$ cat src/rtl/ddr3_rw_arbiter.sv
// ddr3_rw_arbiter: read/write arbiter that feeds the MIG app command and write-data ports.
// Ports: ui_clk/ui_clk_sync_rst, calib, wr/rd request handshakes, MIG app_* port, stat_* counters.
// The stat counters exist only when ARB_STAT_EN is defined; otherwise stat_* are tied to 0.
module ddr3_rw_arbiter #(
  parameter int ADDR_W    = 30,
  parameter int DATA_W    = 512,
  parameter int BURST_MAX = 32
) (
  input  logic                ui_clk,
  input  logic                ui_clk_sync_rst,
  input  logic                init_calib_complete,

  input  logic                wr_req_valid,
  output logic                wr_req_ready,
  input  logic [ADDR_W-1:0]   wr_req_addr,
  input  logic [DATA_W-1:0]   wr_req_data,

  input  logic                rd_req_valid,
  output logic                rd_req_ready,
  input  logic [ADDR_W-1:0]   rd_req_addr,

  input  logic                app_rdy,
  input  logic                app_wdf_rdy,
  output logic                app_en,
  output logic [2:0]          app_cmd,
  output logic [ADDR_W-1:0]   app_addr,
  output logic                app_wdf_wren,
  output logic                app_wdf_end,
  output logic [DATA_W-1:0]   app_wdf_data,
  output logic [DATA_W/8-1:0] app_wdf_mask,

  output logic                app_writing,
  output logic [31:0]         stat_wr_cnt,
  output logic [31:0]         stat_rd_cnt
);

  localparam int CNT_W = $clog2(BURST_MAX + 1);
  localparam logic [CNT_W-1:0] CNT_MAX = CNT_W'(BURST_MAX);

  localparam logic [1:0] S_IDLE = 2'd0;
  localparam logic [1:0] S_WR   = 2'd1;
  localparam logic [1:0] S_RD   = 2'd2;

  localparam logic [2:0] CMD_WR = 3'b000;
  localparam logic [2:0] CMD_RD = 3'b001;

  localparam logic DIR_WR = 1'b0;
  localparam logic DIR_RD = 1'b1;

  logic [1:0]       state_q, state_d;
  logic [CNT_W-1:0] burst_cnt_q, burst_cnt_d;
  logic             last_dir_q, last_dir_d;

  logic in_wr;
  logic in_rd;
  logic wr_en;
  logic rd_en;
  logic wr_acc;
  logic rd_acc;

  assign in_wr = (state_q == S_WR);
  assign in_rd = (state_q == S_RD);

  // Write command and data go out together: a write is only
  // offered when the data FIFO can also take the beat.
  assign wr_en  = in_wr & wr_req_valid & app_wdf_rdy
                & init_calib_complete;
  assign rd_en  = in_rd & rd_req_valid & init_calib_complete;
  assign wr_acc = wr_en & app_rdy;
  assign rd_acc = rd_en & app_rdy;

  // ---------------- MIG / handshake outputs ----------------
  assign app_en       = wr_en | rd_en;
  assign app_cmd      = in_rd ? CMD_RD : CMD_WR;
  assign app_addr     = in_wr ? wr_req_addr
                      : in_rd ? rd_req_addr
                      : '0;
  assign app_wdf_wren = wr_acc;
  assign app_wdf_end  = wr_acc;
  assign app_wdf_data = in_wr ? wr_req_data : '0;
  assign app_wdf_mask = '0;
  assign wr_req_ready = wr_acc;
  assign rd_req_ready = rd_acc;
  assign app_writing  = in_wr;

  // ---------------- next-state logic ----------------
  always_comb begin
    state_d     = state_q;
    burst_cnt_d = burst_cnt_q;
    last_dir_d  = last_dir_q;
    unique case (state_q)
      S_IDLE: begin
        if (init_calib_complete) begin
          // Both pending: turn toward whichever side did not
          // have the previous grant.
          if (wr_req_valid &&
              (!rd_req_valid || last_dir_q == DIR_RD)) begin
            state_d     = S_WR;
            burst_cnt_d = '0;
            last_dir_d  = DIR_WR;
          end else if (rd_req_valid) begin
            state_d     = S_RD;
            burst_cnt_d = '0;
            last_dir_d  = DIR_RD;
          end
        end
      end
      S_WR: begin
        if (wr_acc && burst_cnt_q != CNT_MAX)
          burst_cnt_d = burst_cnt_q + 1'b1;
        // Exit looks at the post-acceptance count so a burst is
        // exactly BURST_MAX commands long.
        if (!wr_req_valid || !init_calib_complete ||
            (burst_cnt_d == CNT_MAX && rd_req_valid))
          state_d = S_IDLE;
      end
      S_RD: begin
        if (rd_acc && burst_cnt_q != CNT_MAX)
          burst_cnt_d = burst_cnt_q + 1'b1;
        if (!rd_req_valid || !init_calib_complete ||
            (burst_cnt_d == CNT_MAX && wr_req_valid))
          state_d = S_IDLE;
      end
      default: begin
        state_d = S_IDLE;
      end
    endcase
  end

  // last_dir resets to "read" so the first contested grant is a write.
  always_ff @(posedge ui_clk or posedge ui_clk_sync_rst) begin
    if (ui_clk_sync_rst) begin
      state_q     <= S_IDLE;
      burst_cnt_q <= '0;
      last_dir_q  <= DIR_RD;
    end else begin
      state_q     <= state_d;
      burst_cnt_q <= burst_cnt_d;
      last_dir_q  <= last_dir_d;
    end
  end

  // ---------------- statistics ----------------
`ifdef ARB_STAT_EN
  logic [31:0] stat_wr_q, stat_wr_d;
  logic [31:0] stat_rd_q, stat_rd_d;

  // Free-running, wraps modulo 2^32.
  always_comb begin
    stat_wr_d = stat_wr_q;
    stat_rd_d = stat_rd_q;
    if (wr_acc) stat_wr_d = stat_wr_q + 32'd1;
    if (rd_acc) stat_rd_d = stat_rd_q + 32'd1;
  end

  always_ff @(posedge ui_clk or posedge ui_clk_sync_rst) begin
    if (ui_clk_sync_rst) begin
      stat_wr_q <= '0;
      stat_rd_q <= '0;
    end else begin
      stat_wr_q <= stat_wr_d;
      stat_rd_q <= stat_rd_d;
    end
  end

  assign stat_wr_cnt = stat_wr_q;
  assign stat_rd_cnt = stat_rd_q;
`else
  assign stat_wr_cnt = 32'd0;
  assign stat_rd_cnt = 32'd0;
`endif

endmodule

$ cat config.mk
export PLATFORM = sky130hd
export DESIGN_NAME = ddr3_rw_arbiter
export DESIGN_NICKNAME = d
export VERILOG_FILES = /design/src/rtl/ddr3_rw_arbiter.sv
export SDC_FILE = /design/constraint.sdc
export NUM_CORES = 1
export LEC_CHECK = 0
export BUFFER_PORTS_ARGS = -buffer_cell sky130_fd_sc_hd__buf_2
export CAP_MARGIN = 10
export CORE_AREA = 2 2 496 498
export DETAILED_ROUTE_END_ITERATION = 8
export DIE_AREA = 0 0 498 500
export HOLD_SLACK_MARGIN = 0.12
export PLACE_DENSITY = 0.3
export SYNTH_ARGS = -nofsm -noshare
export SYNTH_HDL_FRONTEND = slang
export SYNTH_SLANG_ARGS = --single-unit
$ cat constraint.sdc
create_clock -name ui_clk -period 4.9 [get_ports ui_clk]
set_input_delay 0.245 -clock ui_clk [delete_from_list [all_inputs] [get_ports ui_clk]]
set_output_delay 0.245 -clock ui_clk [all_outputs]
set_load 0.1 [all_outputs]
* After elaboration in Yosys (flattened, before gate mapping) *
Cells that the tools add are included.

operators by class
  add/subtract/negate cells = 1
  eq/ne operators = 9
  muxes and demuxes = 20
  bitwise operators = 8
  reductions and logical operators = 19

operator list
  operator               count
  $mux W512              1
  $mux W30               2
  $mux W6                7
  $pmux W6 S3            1
  $eq A6 B6 Y1 const B   2
  $mux W2                5
  $and A1 B1 Y1          7
  $add A6 B1 Y6 const B  1
  $ne A6 B6 Y1 const B   1
  $pmux W2 S3            1
  $reduce_and A3 Y1      2
  $logic_and A1 B1 Y1    5
  $logic_or A1 B1 Y1     5
  $ne A2 B1 Y1 const B   2
  $reduce_and A4 Y1      1
  $logic_not A1 Y1       3
  $mux W1                3
  $ne A3 B3 Y1 const B   1
  $reduce_bool A3 Y1     1
  $eq A2 B1 Y1 const B   1
  $eq A2 B2 Y1 const B   1
  $logic_not A2 Y1       1
  $ne A2 B2 Y1 const B   1
  $reduce_bool A2 Y1     1
  $or A1 B1 Y1           1

storage, ports and cells
  register bits after elaboration = 9
  bits of input ports = 579
  output and inout port bits = 679

* Logic depth before layout (Yosys ltp) *
Gate-level depths: netlist of run 1.

  depth in word-level cells = 13
  depth in mapped cells = 9

* Worst setup path after synthesis of run 1 *
OpenSTA, ideal clock, no wires.

  path type = register -> output
  start point = reg state_q[1]
  end point = out app_wdf_wren
  data arrival time = 3109 ps
  required time = 4655 ps
  slack = 1546 ps
  stages on the path, launching flop included = 7
  path buffers = 2
  cells stage by stage = dfrtp_1 -> inv_1 -> ha_1 -> clkbuf_1 -> and3_1 -> and2_1 -> buf_4

between the ends
  word-level cells in the longest chain between the ends = 5

ends and longest elaborated chain
  element                      RTL line  RTL
  start, declared              50        logic [1:0] state_q, state_d;
  start signal, assigned       137       state_q <= state_d;
  $eq A2 B1 Y1                 61        assign in_wr = (state_q == S_WR);
  net app_writing              32        output logic app_writing,
  $and A1 B1 Y1 (2 in series)  66        assign wr_en = in_wr & wr_req_valid & app_wdf_rdy
  $and A1 B1 Y1                67        & init_calib_complete;
  $and A1 B1 Y1                69        assign wr_acc = wr_en & app_rdy;
  end, declared                27        output logic app_wdf_wren,

The timed path passes the listed nets, and every way through them passes these cells.

* Final worst setup path of run 1 *
  start point = reg state_q[1]
  end point = out app_wdf_wren

between the ends
  word-level cells in the longest chain between the ends = 5

ends and longest elaborated chain
  element                      RTL line
  $eq A2 B1 Y1                 61
  $and A1 B1 Y1 (2 in series)  66
  $and A1 B1 Y1                67
  $and A1 B1 Y1                69

Every way passes these cells.

==> results of run 1 <==
-- power by group through the flow --
stage | sequential [W] | combinational (W) | clock, W
global route | 0.000104 | 0.00990 | 0.000154
global placement | 0.000102 | 0.00980 | 0
finish | 0.000102 | 0.00966 | 0.000149
floorplan | 0.0000982 | 0.00761 | 0
CTS | 0.000102 | 0.00984 | 0.000149
detailed placement | 0.000103 | 0.00982 | 0
-- cells by family (layout without fill, tap and decap cells) --
kind of cell	Yosys count	in the layout
simple gates	561	561
buf+inv	209	1147
compound gates	62	62
flops	9	9
fa+ha+maj	5	5
xor+xnor	3	3
mux	3	3
other cells	1	293
-- worst register-to-register path, stage by stage, from the launching register on --
cell	delay (ns)
dfrtp_1	0.38
inv_1	0.13
ha_4	0.38
buf_12	0.41
and3_1	0.65
and2_1	0.40
nand2_1	0.11
a22o_1	0.19
a21oi_1	0.15
mux2i_1	0.09
-- state kept, by name, indices dropped and copies added, names as in the netlist --
signal       cells
burst_cnt_q      6
last_dir_q       1
state_q          2
-- final cells by class --
| type | count | area [um^2] |
|---|---|---|
| fillers | 29200 | 229000 |
| repair buffers | 1135 | 5730 |
| multi-input cells | 764 | 4570 |
| well taps | 3220 | 4030 |
| diodes | 163 | 408 |
| flip-flops and latches | 9 | 226 |
| clock buffers | 4 | 78.8 |
| inverters | 8 | 30.0 |
-- cell usage in the layout, fill, tap and decap left out, types with 2 or more instances in the layout --
| master | instances |
|---|---|
| o21ai_0 | 9 |
| o211ai_1 | 2 |
| a31oi_1 | 2 |
| ha_1 | 4 |
| dfrtp_1 | 8 |
| and3_1 | 3 |
| inv_1 | 8 |
| nor2_1 | 9 |
| nand2b_1 | 2 |
| diode_2 | 163 |
| nand2_1 | 19 |
| buf_2 | 1127 |
| a22o_1 | 32 |
| mux2i_1 | 3 |
| and2_1 | 515 |
| conb_1 | 130 |
| xor2_1 | 2 |
| buf_12 | 2 |
| a41oi_1 | 2 |
| a32oi_1 | 3 |
| a21oi_1 | 2 |
| clkbuf_16 | 3 |
| nand3_1 | 5 |
| buf_4 | 5 |
-- path summary, 6_finish.rpt --
check                      slack, ns  cells after the start                start        endpoint
hold / removal                  0.29                      2  init_calib_complete      last_dir_q
setup / recovery                1.55                      6           state_q[1]    app_wdf_wren
max in group asynchronous       3.70                      3      ui_clk_sync_rst      last_dir_q
setup reg to reg                1.88                      9           state_q[1]  burst_cnt_q[3]
min in group asynchronous       0.87                      3      ui_clk_sync_rst      state_q[0]
hold reg to reg                 0.56                      2           last_dir_q      last_dir_q
-- routing by layer --
layer  up-vias  share of wire [%]  track usage, %  wire (um)
met4       292                2.4            1.73       4710
met1      5404                 33            14.6      64100
met5         -                1.0            1.04       1990
met2      1522                 42            22.4      80300
li1       4736                  -               -          -
met3       588                 22            14.6      42100
-- through the flow --
stage | setup slack, ns | instance area (um^2) | hold WS [ns] | instances
finish | 1.55 | 15100 | 0.290 | 5303
global route | 1.51 | 14800 | 0.304 | 5203
CTS | 1.63 | 14700 | 0.275 | 5140
detailed placement | 1.88 | 14600 | 0.315 | 5135
global placement | 1.94 | 14600 | 0.304 | 5135
floorplan | 1.55 | 6070 | 0.0722 | 982
-- timing repair --
action                                 4_1_cts  5_1_grt
hold buffers                                 1        0
resized for setup                            0        0
endpoints found under the hold margin        8        0
==> key figures, run 1 <==
STA
  • RSZ-0062 raised after global routing: no
  • Max Slew Vio Count: 0
  • Setup Skew: around 0.0043 ns
  • Worst Tran Pin Value: roughly 1.3 ns
  • F_max: between 0.2 and 0.3 GHz
  • Relative slew slack: about 11%
  • TNS Setup: 0 ns
  • Setup violations, final: 0
  • Hold Vio Cnt, Final: 0
  • Period utilization: 68.4%
  • Min Tclk post-route: ~3.3 ns

Detailed routing
  • DRT Pass-1 Iters: 6
  • Wire length per cell: approximately 36 um
  • Post-route ant nets: 0
  • Routed via count: between 10,000 and 15,000
  • Routed WL: 193 mm
  • Vias per Instance: around 2.4
  • Detailed Route Iter0 Violations: roughly 800
  • Drc violations: 0

Synthesis
  • Simple-gate share of the synthesized area: approximately three fifths
  • Register area share after synthesis: under 10%
  • Count leader, synth: and2_1
  • Cells after Synth: 853
  • Prevailing post-synth register cell: dfrtp_1
  • Mean post-synth cell area: 6.55 um^2
  • Post-Synth XOR/XNOR Area: 0.470%
  • Post-synth top cells: and2_1 (515), buf_4 (133), clkbuf_1 (65)
  • Synth top area cells: and2_1 (58%), buf_4 (18%), a22o_1 (5.0%), clkbuf_1 (4.4%), dfrtp_1 (3.6%)
  • Post-synthesis mux area share: 0.538%
  • Compound-cell area share of the yosys netlist: under 10%
  • Yosys reg bits: 9
  • Adder-Cell Fraction of Synth Area: under 10%
  • Synth top area share: 57.7%
  • Yosys cell types: between 40 and 50
  • Area leader, netlist: and2_1
  • Post-synth EDFFs: 0
  • Synth Cell Area: roughly 5600 um^2
  • Ys Warns: 0
  • Asr flop ratio synth: between 90% and 100%
  • Largest family of logic cells by synthesized area: simple AND/OR/NAND/NOR gates

Placement
  • GPL Wtd Cong: ~1
  • I/O Buffers: between 1,000 and 1,500
  • HPWL Detailed: around 190 mm

Final layout
  • Finished Core Util: under 10%
  • Area grow syn2layout: 170%
  • Final #Nets: between 2,000 and 3,000
  • Share of layout cells above drive strength 1: 59.6%

Worst setup path
  • Critical path's top delay family: buffers and inverters
  • CP required: ~4.7 ns
  • Crit start category: flop
  • CP bufs+invs: 3
  • Critical Path AT: between 3 and 4 ns
  • Max FO, Critical Path: 160
  • WS Path Type: reg2out
  • CP max-delay cell: buf_2
  • CP Capture Type: output port
  • Cells along the critical path: inv_1, ha_4, buf_12, and3_1, and2_1, buf_2
  • Max stage delay on crit path: 0.50 ns

Run status
  • Status: completed

Floorplan
  • Initial Util: under 10%
  • Width of the die: between 400 and 500 um
  • Num rows: roughly 180
  • Core footprint: 244,000 um^2
  • Top Ports: about 1,300
  • Die ar.: roughly 250,000 um^2
  • Die Y: approximately 500 um

Power and ir drop
  • Switch Pwr: 0.00851 W
  • Internal: 0.00140 W
  • Gate power share: between 90 and 100%
  • Max VDD drop: between 200 and 250 uV
  • Clock share of power: approximately 1.5%
  • Total power: 0.00991 W
  • Switching portion of total power: between 80 and 90%
  • Leakage: ~7.7 nW
  • Power Dens Cells: roughly 660 nW/um^2
  • Register share of total power: roughly 1%

Global route
  • Pin count of the biggest net entering global routing: 245
  • Total Routing Usage GR: 14.8%
  • Vias in the first global route: between 10,000 and 15,000
  • Grt total ovfl: 0
  • Initial antenna violation count: 450
  • First-pass GRT wire length: 216 mm

Clock network
  • TritonCTS clock tree: done
  • Clk_lat worst skew: about 0.24 ns
  • Root Driver: clkbuf_16
  • Number of clock sinks: 9
  • # Post-CTS Setup Buffers: 0
  • CTS clk-pin slew, worst paths: ~0.040 ns
  • Max clock buf depth: 2
  • H-tree depth: 1
  • Num CTS Buffers: 3

Worst hold path
  • Worst hold-check path type: in2reg

Job
  • Max-Cap Viols: 0
Power figures use the tool's default switching activity.
==> run 2, diff against run 1 <==
- CORE_AREA: 2 2 496 498 -> 2 2 493 495
- DIE_AREA: 0 0 498 500 -> 0 0 495 497
- clock period: 4.9 -> 2.7 ns (I/O delays scaled with it)
==> run 2 against run 1 <==
Net effect: via count shrank 5.7%; die area is 1.2% lower; critical endpoint is now app_wdf_data[458]; critical path type unchanged; non-clock buffer count rose by 5; final area is 27% higher; largest cell class unchanged; total power is 120% higher.
==> key figures, run 2 (synthesis gave the netlist of run 1 again) <==
Run status
  • Status: completed

Global route
  • Total Routing Usage GR: 14.1% (-0.64 points)
  • First-pass GRT wire length: 205 mm (-5.1%)
  • Initial antenna violation count: 423 (-6.0%)
  • Grt total ovfl: 0 (unchanged)
  • Vias in the first global route: 10,700 (+0.53%)
  • Pin count of the biggest net entering global routing: 134 (-45%)

Final layout
  • Share of layout cells above drive strength 1: 66.5% (+6.9 points)
  • Area grow syn2layout: 243%
  • Final #Nets: 2,510 (+0.20%)
  • Most common cell after layout, fill and taps aside: buf_2
  • Fin cells: 5,199 (-2.0%)
  • Leading cell types in the layout, fill and taps excluded: buf_2 (817), and2_1 (412), buf_12 (269), conb_1 (130), and2_2 (103)
  • Top Registers: burst_cnt_q: 6 flops, state_q: 2 flops, last_dir_q: 1 flops
  • Biggest register: burst_cnt_q
  • Fill cell count: 28,400 (-2.8%)
  • Max reg flops: 6 (unchanged)

Worst setup path
  • CP required: 2.57 ns (-2.09 ns)
  • Worst r2r path cells: 8 (-1)
  • Max FO, Critical Path: 93 (-42%)
  • Reg2reg setup slack: 0.47 ns (-1.41 ns)
  • Critical Path AT: 2.23 ns (-0.87 ns)
  • WS Path Type: reg2out
  • Crit start category: flop
  • CP Capture Type: output port

Clock network
  • Number of clock sinks: 9 (unchanged)
  • # Post-CTS Setup Buffers: 0 (unchanged)
  • Cts-stage hold buffer count: 1 (unchanged)
  • Clk_lat worst skew: 0.23 ns (about the same)
  • Root Driver: clkbuf_16
  • Num CTS Buffers: 3 (unchanged)
  • TritonCTS clock tree: done
  • Max clock buf depth: 2 (unchanged)
  • CTS clk-pin slew, worst paths: 0.04 ns (about the same)
  • H-tree depth: 1 (unchanged)
  • PostCTS Resize Cnt: 0 (unchanged)

Power and ir drop
  • Switch Pwr: 0.0165 W (+94%)
  • Internal: 0.00517 W (+270%)
  • Power Dens Cells: 1130 nW/um^2 (+72%)
  • Max VDD drop: 421 uV (+80%)
  • Clock share of power: 1.2% (-0.3 points)
  • Register share of total power: 0.8% (-0.2 points)
  • Switching portion of total power: 76.1% (-9.7 points)
  • Leakage: 8.60 nW (+12%)
  • Gate power share: 98.0% (+0.5 points)

STA
  • Hold Vio Cnt, Final: 0 (unchanged)
  • Period utilization: 87.7%
  • Fin Hold WS: 0.183 ns (-0.107 ns)
  • RSZ-0062 raised after global routing: no
  • Setup violations, final: 0 (unchanged)
  • F_max: around 0.42 GHz
  • Relative slew slack: 56.0% (+45 points)
  • Max Slew Vio Count: 0 (unchanged)
  • Worst Tran Pin Value: 0.664 ns (-0.667 ns)
  • Min Tclk post-route: ~2.4 ns
  • Setup Skew: 0.00230 ns (-0.00202 ns)
  • TNS Setup: 0 ns (unchanged)

Floorplan
  • Num rows: 180 (-1.1%)
  • Width of the die: 495 um (-0.60%)
  • Die Y: 497 um (-0.60%)
  • Die ar.: 246,000 um^2 (-1.2%)
  • Top Ports: 1,258 (unchanged)
  • Core footprint: 240,000 um^2 (-1.7%)
  • Initial Util: 2.33% (+0.041 points)

Placement
  • HPWL Detailed: 175 mm (-5.7%)
  • GPL Wtd Cong: 0.841 (-17%)
  • Total placed cells including tap cells: 5,105 (-0.58%)
  • I/O Buffers: 1,127 (unchanged)

Job
  • Max-Cap Viols: 0 (unchanged)

Detailed routing
  • Routed via count: 11,800 (-5.7%)
  • Drc violations: 0 (unchanged)
  • Routed WL: 182 mm (-6.0%)
  • DRT Pass-1 Iters: 5 (-1)
  • Detailed Route Iter0 Violations: 637 (-22%)
  • Detail Route met2 WL: 78.0 mm (-2.9%)
  • Met3 wire len: 41.1 mm (-2.4%)
  • Wire length per cell: 35.0 um (-4.1%)
  • Post-route ant nets: 0 (unchanged)
  • Met1 Wirelength: 58.2 mm (-9.2%)
  • Vias per Instance: 2.28 (-3.8%)
  • Top sig layer: met5

Worst hold path
  • Worst hold-check path type: in2reg
  • Min-Delay Path Depth: 2 (unchanged)
-- run 2: cell types whose count changed in the layout (fill, tap and decap cells not counted), sizes merged --
cell / previous run / this run
buf: 1134 / 1139
diode: 163 / 89
-- run 2: power by group through the flow --
stage | registers (W) | logic [W] | clock network (W)
after floorplan | 0.000178 | 0.0139 | 0
after global placement | 0.000185 | 0.0217 | 0
after detailed placement | 0.000185 | 0.0217 | 0
after CTS | 0.000183 | 0.0217 | 0.000265
after global routing | 0.000187 | 0.0218 | 0.000280
final | 0.000184 | 0.0212 | 0.000259
-- run 2: through the flow --
step | power [W] | util [%] | cell area [um^2] | worst slack [ns]
2_1_floorplan | 0.0141 | - | 6240 | 0.0320
3_3_place_gp | 0.0218 | 7.85 | 18900 | 0.482
3_5_place_dp | 0.0219 | 7.85 | 18900 | 0.478
4_1_cts | 0.0222 | 7.89 | 18900 | 0.214
5_1_grt | 0.0223 | 7.92 | 19000 | 0.157
6_report | 0.0216 | 7.98 | 19200 | 0.331
-- run 2: worst paths after layout --
kind,start,end
worst min register to register,last_dir_q,last_dir_q
worst max register to register,state_q[0],state_q[0]
max in group asynchronous,ui_clk_sync_rst,last_dir_q
worst max-delay path,state_q[1],app_wdf_data[458]
min in group asynchronous,ui_clk_sync_rst,burst_cnt_q[3]
worst min-delay path,init_calib_complete,last_dir_q
-- run 2: routing by layer --
layer	global-route usage, %	up-vias
li1	-	4659
met1	13.3	5057
met2	22.2	1293
met3	15.0	524
met4	0.515	300
met5	0	-
-- run 2: worst max-delay path, stage by stage, from the launching register on --
cell and delay [ns]:
dfrtp_1 0.38, inv_1 0.13, ha_4 0.20, buf_12 0.24
buf_12 0.38, and2_1 0.35, buf_12 0.21
-- run 2: cell type report --
| type | instances | area (um^2) | area share, % |
|---|---|---|---|
| Inverter | 8 | 30.0 | 0.157 |
| Clock buffer | 4 | 78.8 | 0.411 |
| Multi-Input combinational cell | 764 | 4740 | 24.7 |
| Antenna cell | 89 | 223 | 1.16 |
| Tap cell | 3185 | 3990 | 20.8 |
| Sequential cell | 9 | 226 | 1.18 |
| Timing Repair Buffer | 1140 | 9880 | 51.6 |
==> run 3, diff against run 2 <==
- CTS_BUF_LIST: default -> sky130_fd_sc_hd__clkbuf_16
- TNS_END_PERCENT: default -> 20
==> run 3 against run 2 <==
Net effect: highest routed layer unchanged; wire length barely moved; clock power decreased by 2%; worst setup slack unchanged; maximum frequency stayed put; critical path depth stayed put; die area is the same; total power barely moved; combinational power about the same; register-to-register slack is essentially flat; non-clock buffer count unchanged; sequential cell count did not move; via count unchanged.
==> key figures, run 3 (synthesis gave the netlist of run 1 again) <==
Clock network
  • # Post-CTS Setup Buffers: 0 (unchanged)
  • TritonCTS clock tree: done
  • Num CTS Buffers: 3 (unchanged)
  • H-tree depth: 1 (unchanged)
  • PostCTS Resize Cnt: 0 (unchanged)
  • Root Driver: clkbuf_16
  • Number of clock sinks: 9 (unchanged)
  • Max clock buf depth: 2 (unchanged)
  • Cts-stage hold buffer count: 1 (unchanged)
  • Clk_lat worst skew: 0.23 ns (about the same)
  • CTS clk-pin slew, worst paths: 0.04 ns (about the same)

STA
  • Relative slew slack: 56.0% (unchanged)
  • Max Slew Vio Count: 0 (unchanged)
  • Fin Hold WS: 0.183 ns (unchanged)
  • Min Tclk post-route: 2.37 ns (unchanged)
  • Setup violations, final: 0 (unchanged)
  • Worst Tran Pin Value: 0.664 ns (unchanged)
  • TNS Setup: 0 ns (unchanged)
  • F_max: 0.422 GHz (unchanged)
  • Hold Vio Cnt, Final: 0 (unchanged)
  • Setup Skew: 0.00219 ns (-0.000114 ns)
  • Period utilization: 87.7% (unchanged)
  • RSZ-0062 raised after global routing: no

Worst setup path
  • CP required: 2.57 ns (about the same)
  • Reg2reg setup slack: 0.47 ns (about the same)
  • Crit start category: flop
  • CP Capture Type: output port
  • Worst r2r path cells: 8 (unchanged)
  • CP dominant cell by count: buf_12
  • Max stage delay on crit path: 0.38 ns (about the same)
  • Reg2reg end: state_q[0]
  • Cells along the critical path: inv_1, ha_4, buf_12, buf_12, and2_1, buf_12
  • Crit Reg-Reg Startpoint: state_q[0]
  • Critical Path AT: 2.23 ns (about the same)
  • WS Path Type: reg2out
  • Max FO, Critical Path: 93 (unchanged)
  • CP max-delay cell: dfrtp_1

Power and ir drop
  • Internal: 0.00517 W (about the same)
  • Gate power share: 98.0% (about the same)
  • Switching portion of total power: 76.1% (about the same)
  • Power Dens Cells: 1130 nW/um^2 (about the same)
  • Register share of total power: 0.8% (about the same)
  • Max VDD drop: 421 uV (unchanged)
  • Clock share of power: 1.2% (about the same)
  • Leakage: 8.61 nW (about the same)
  • Switch Pwr: 0.0165 W (about the same)

Final layout
  • Share of layout cells above drive strength 1: 66.5% (unchanged)
  • Leading cell types in the layout, fill and taps excluded: buf_2 (817), and2_1 (412), buf_12 (269), conb_1 (130), and2_2 (103)
  • Finished Core Util: 7.98% (unchanged)
  • Most common cell after layout, fill and taps aside: buf_2
  • Final #Nets: 2,510 (unchanged)
  • Biggest register: burst_cnt_q
  • Sequential standard cell area: 226 um^2 (unchanged)
  • Fill cell count: 28,400 (unchanged)
  • Area grow syn2layout: 243% (unchanged)
  • Top Registers: burst_cnt_q: 6 flops, state_q: 2 flops, last_dir_q: 1 flops
  • Area of the multi-input gates: 4740 um^2 (unchanged)
  • Max reg flops: 6 (unchanged)

Worst hold path
  • Worst hold endpoint: last_dir_q
  • Min-Delay Path Depth: 2 (unchanged)
  • Hold path startpoint: init_calib_complete
  • Worst hold-check path type: in2reg

Floorplan
  • Die ar.: 246,000 um^2 (unchanged)
  • Top Ports: 1,258 (unchanged)
  • Die Y: 497 um (unchanged)
  • Num rows: 180 (unchanged)
  • Width of the die: 495 um (unchanged)
  • Core footprint: 240,000 um^2 (unchanged)
  • Initial Util: 2.33% (unchanged)

Detailed routing
  • Detailed Route Iter0 Violations: 637 (unchanged)
  • Drc violations: 0 (unchanged)
  • DRT Pass-1 Iters: 5 (unchanged)
  • Routed via count: 11,800 (unchanged)
  • Post-route ant nets: 0 (unchanged)
  • Routed WL: 182 mm (about the same)
  • Wire length per cell: 35.0 um (about the same)
  • Vias per Instance: 2.28 (unchanged)

Global route
  • Grt total ovfl: 0 (unchanged)
  • Initial antenna violation count: 423 (unchanged)
  • First-pass GRT wire length: 205 mm (unchanged)
  • Pin count of the biggest net entering global routing: 134 (unchanged)
  • Vias in the first global route: 10,700 (unchanged)
  • Total Routing Usage GR: 14.1% (unchanged)

Job
  • Max-Cap Viols: 0 (unchanged)

Placement
  • HPWL Detailed: 175 mm (unchanged)
  • I/O Buffers: 1,127 (unchanged)
  • GPL Wtd Cong: 0.841 (unchanged)

Run status
  • Status: completed
-- run 3: area by class of cell --
cell class	instances	share of cell area, %
Clock buffer	3	0.392
Clock inverter	1	0.0196
Inverter	8	0.157
Timing Repair Buffer	1140	51.6
Multi-Input combinational cell	764	24.7
Sequential cell	9	1.18
Antenna cell	89	1.16
Tap cell	3185	20.8
-- run 3: worst max-delay path by stage --
stage	slack [ns]	start	endpoint	cells past startpoint
after global placement	0.48	state_q[1]	app_wdf_data[458]	6
after CTS	0.21	state_q[1]	app_wdf_data[458]	6
final	0.33	state_q[1]	app_wdf_data[458]	6
after floorplan	0.03	state_q[1]	burst_cnt_q[3]	9
after detailed placement	0.48	state_q[1]	app_wdf_data[458]	6
after global routing	0.16	state_q[1]	app_wdf_data[458]	6
-- run 3: critical path, delay by kind of cell, from the launching register on --
kind | cells | cell delay, ns
buffers and inverters | 4 | 0.96
flip-flops | 1 | 0.38
AND/OR/NAND/NOR | 1 | 0.35
adder cells (fa/ha/maj) | 1 | 0.20
-- run 3: routing by layer --
metal | part of all wire, % | global-route usage (%) | vias to the layer above | wire [um]
li1 | - | - | 4659 | -
met1 | 32 | 13.3 | 5057 | 58200
met2 | 43 | 22.2 | 1293 | 78000
met3 | 23 | 15.0 | 524 | 41100
met4 | 1.4 | 0.515 | 300 | 2470
met5 | 1.1 | 0 | - | 1990
-- run 3: power by group through the flow --
stage	clock, W	sequential, W	combinational, W
finish	0.000255	0.000184	0.0212
CTS	0.000262	0.000183	0.0217
floorplan	0	0.000178	0.0139
global placement	0	0.000185	0.0217
global route	0.000277	0.000187	0.0218
detailed placement	0	0.000185	0.0217
-- run 3: through the flow --
step | setup WS, ns | instance area [um^2] | instances | power (W)
2_1_floorplan | 0.0320 | 6240 | 982 | 0.0141
3_3_place_gp | 0.482 | 18900 | 5105 | 0.0218
3_5_place_dp | 0.478 | 18900 | 5105 | 0.0219
4_1_cts | 0.214 | 18900 | 5110 | 0.0222
5_1_grt | 0.157 | 19000 | 5141 | 0.0223
6_report | 0.331 | 19200 | 5199 | 0.0216
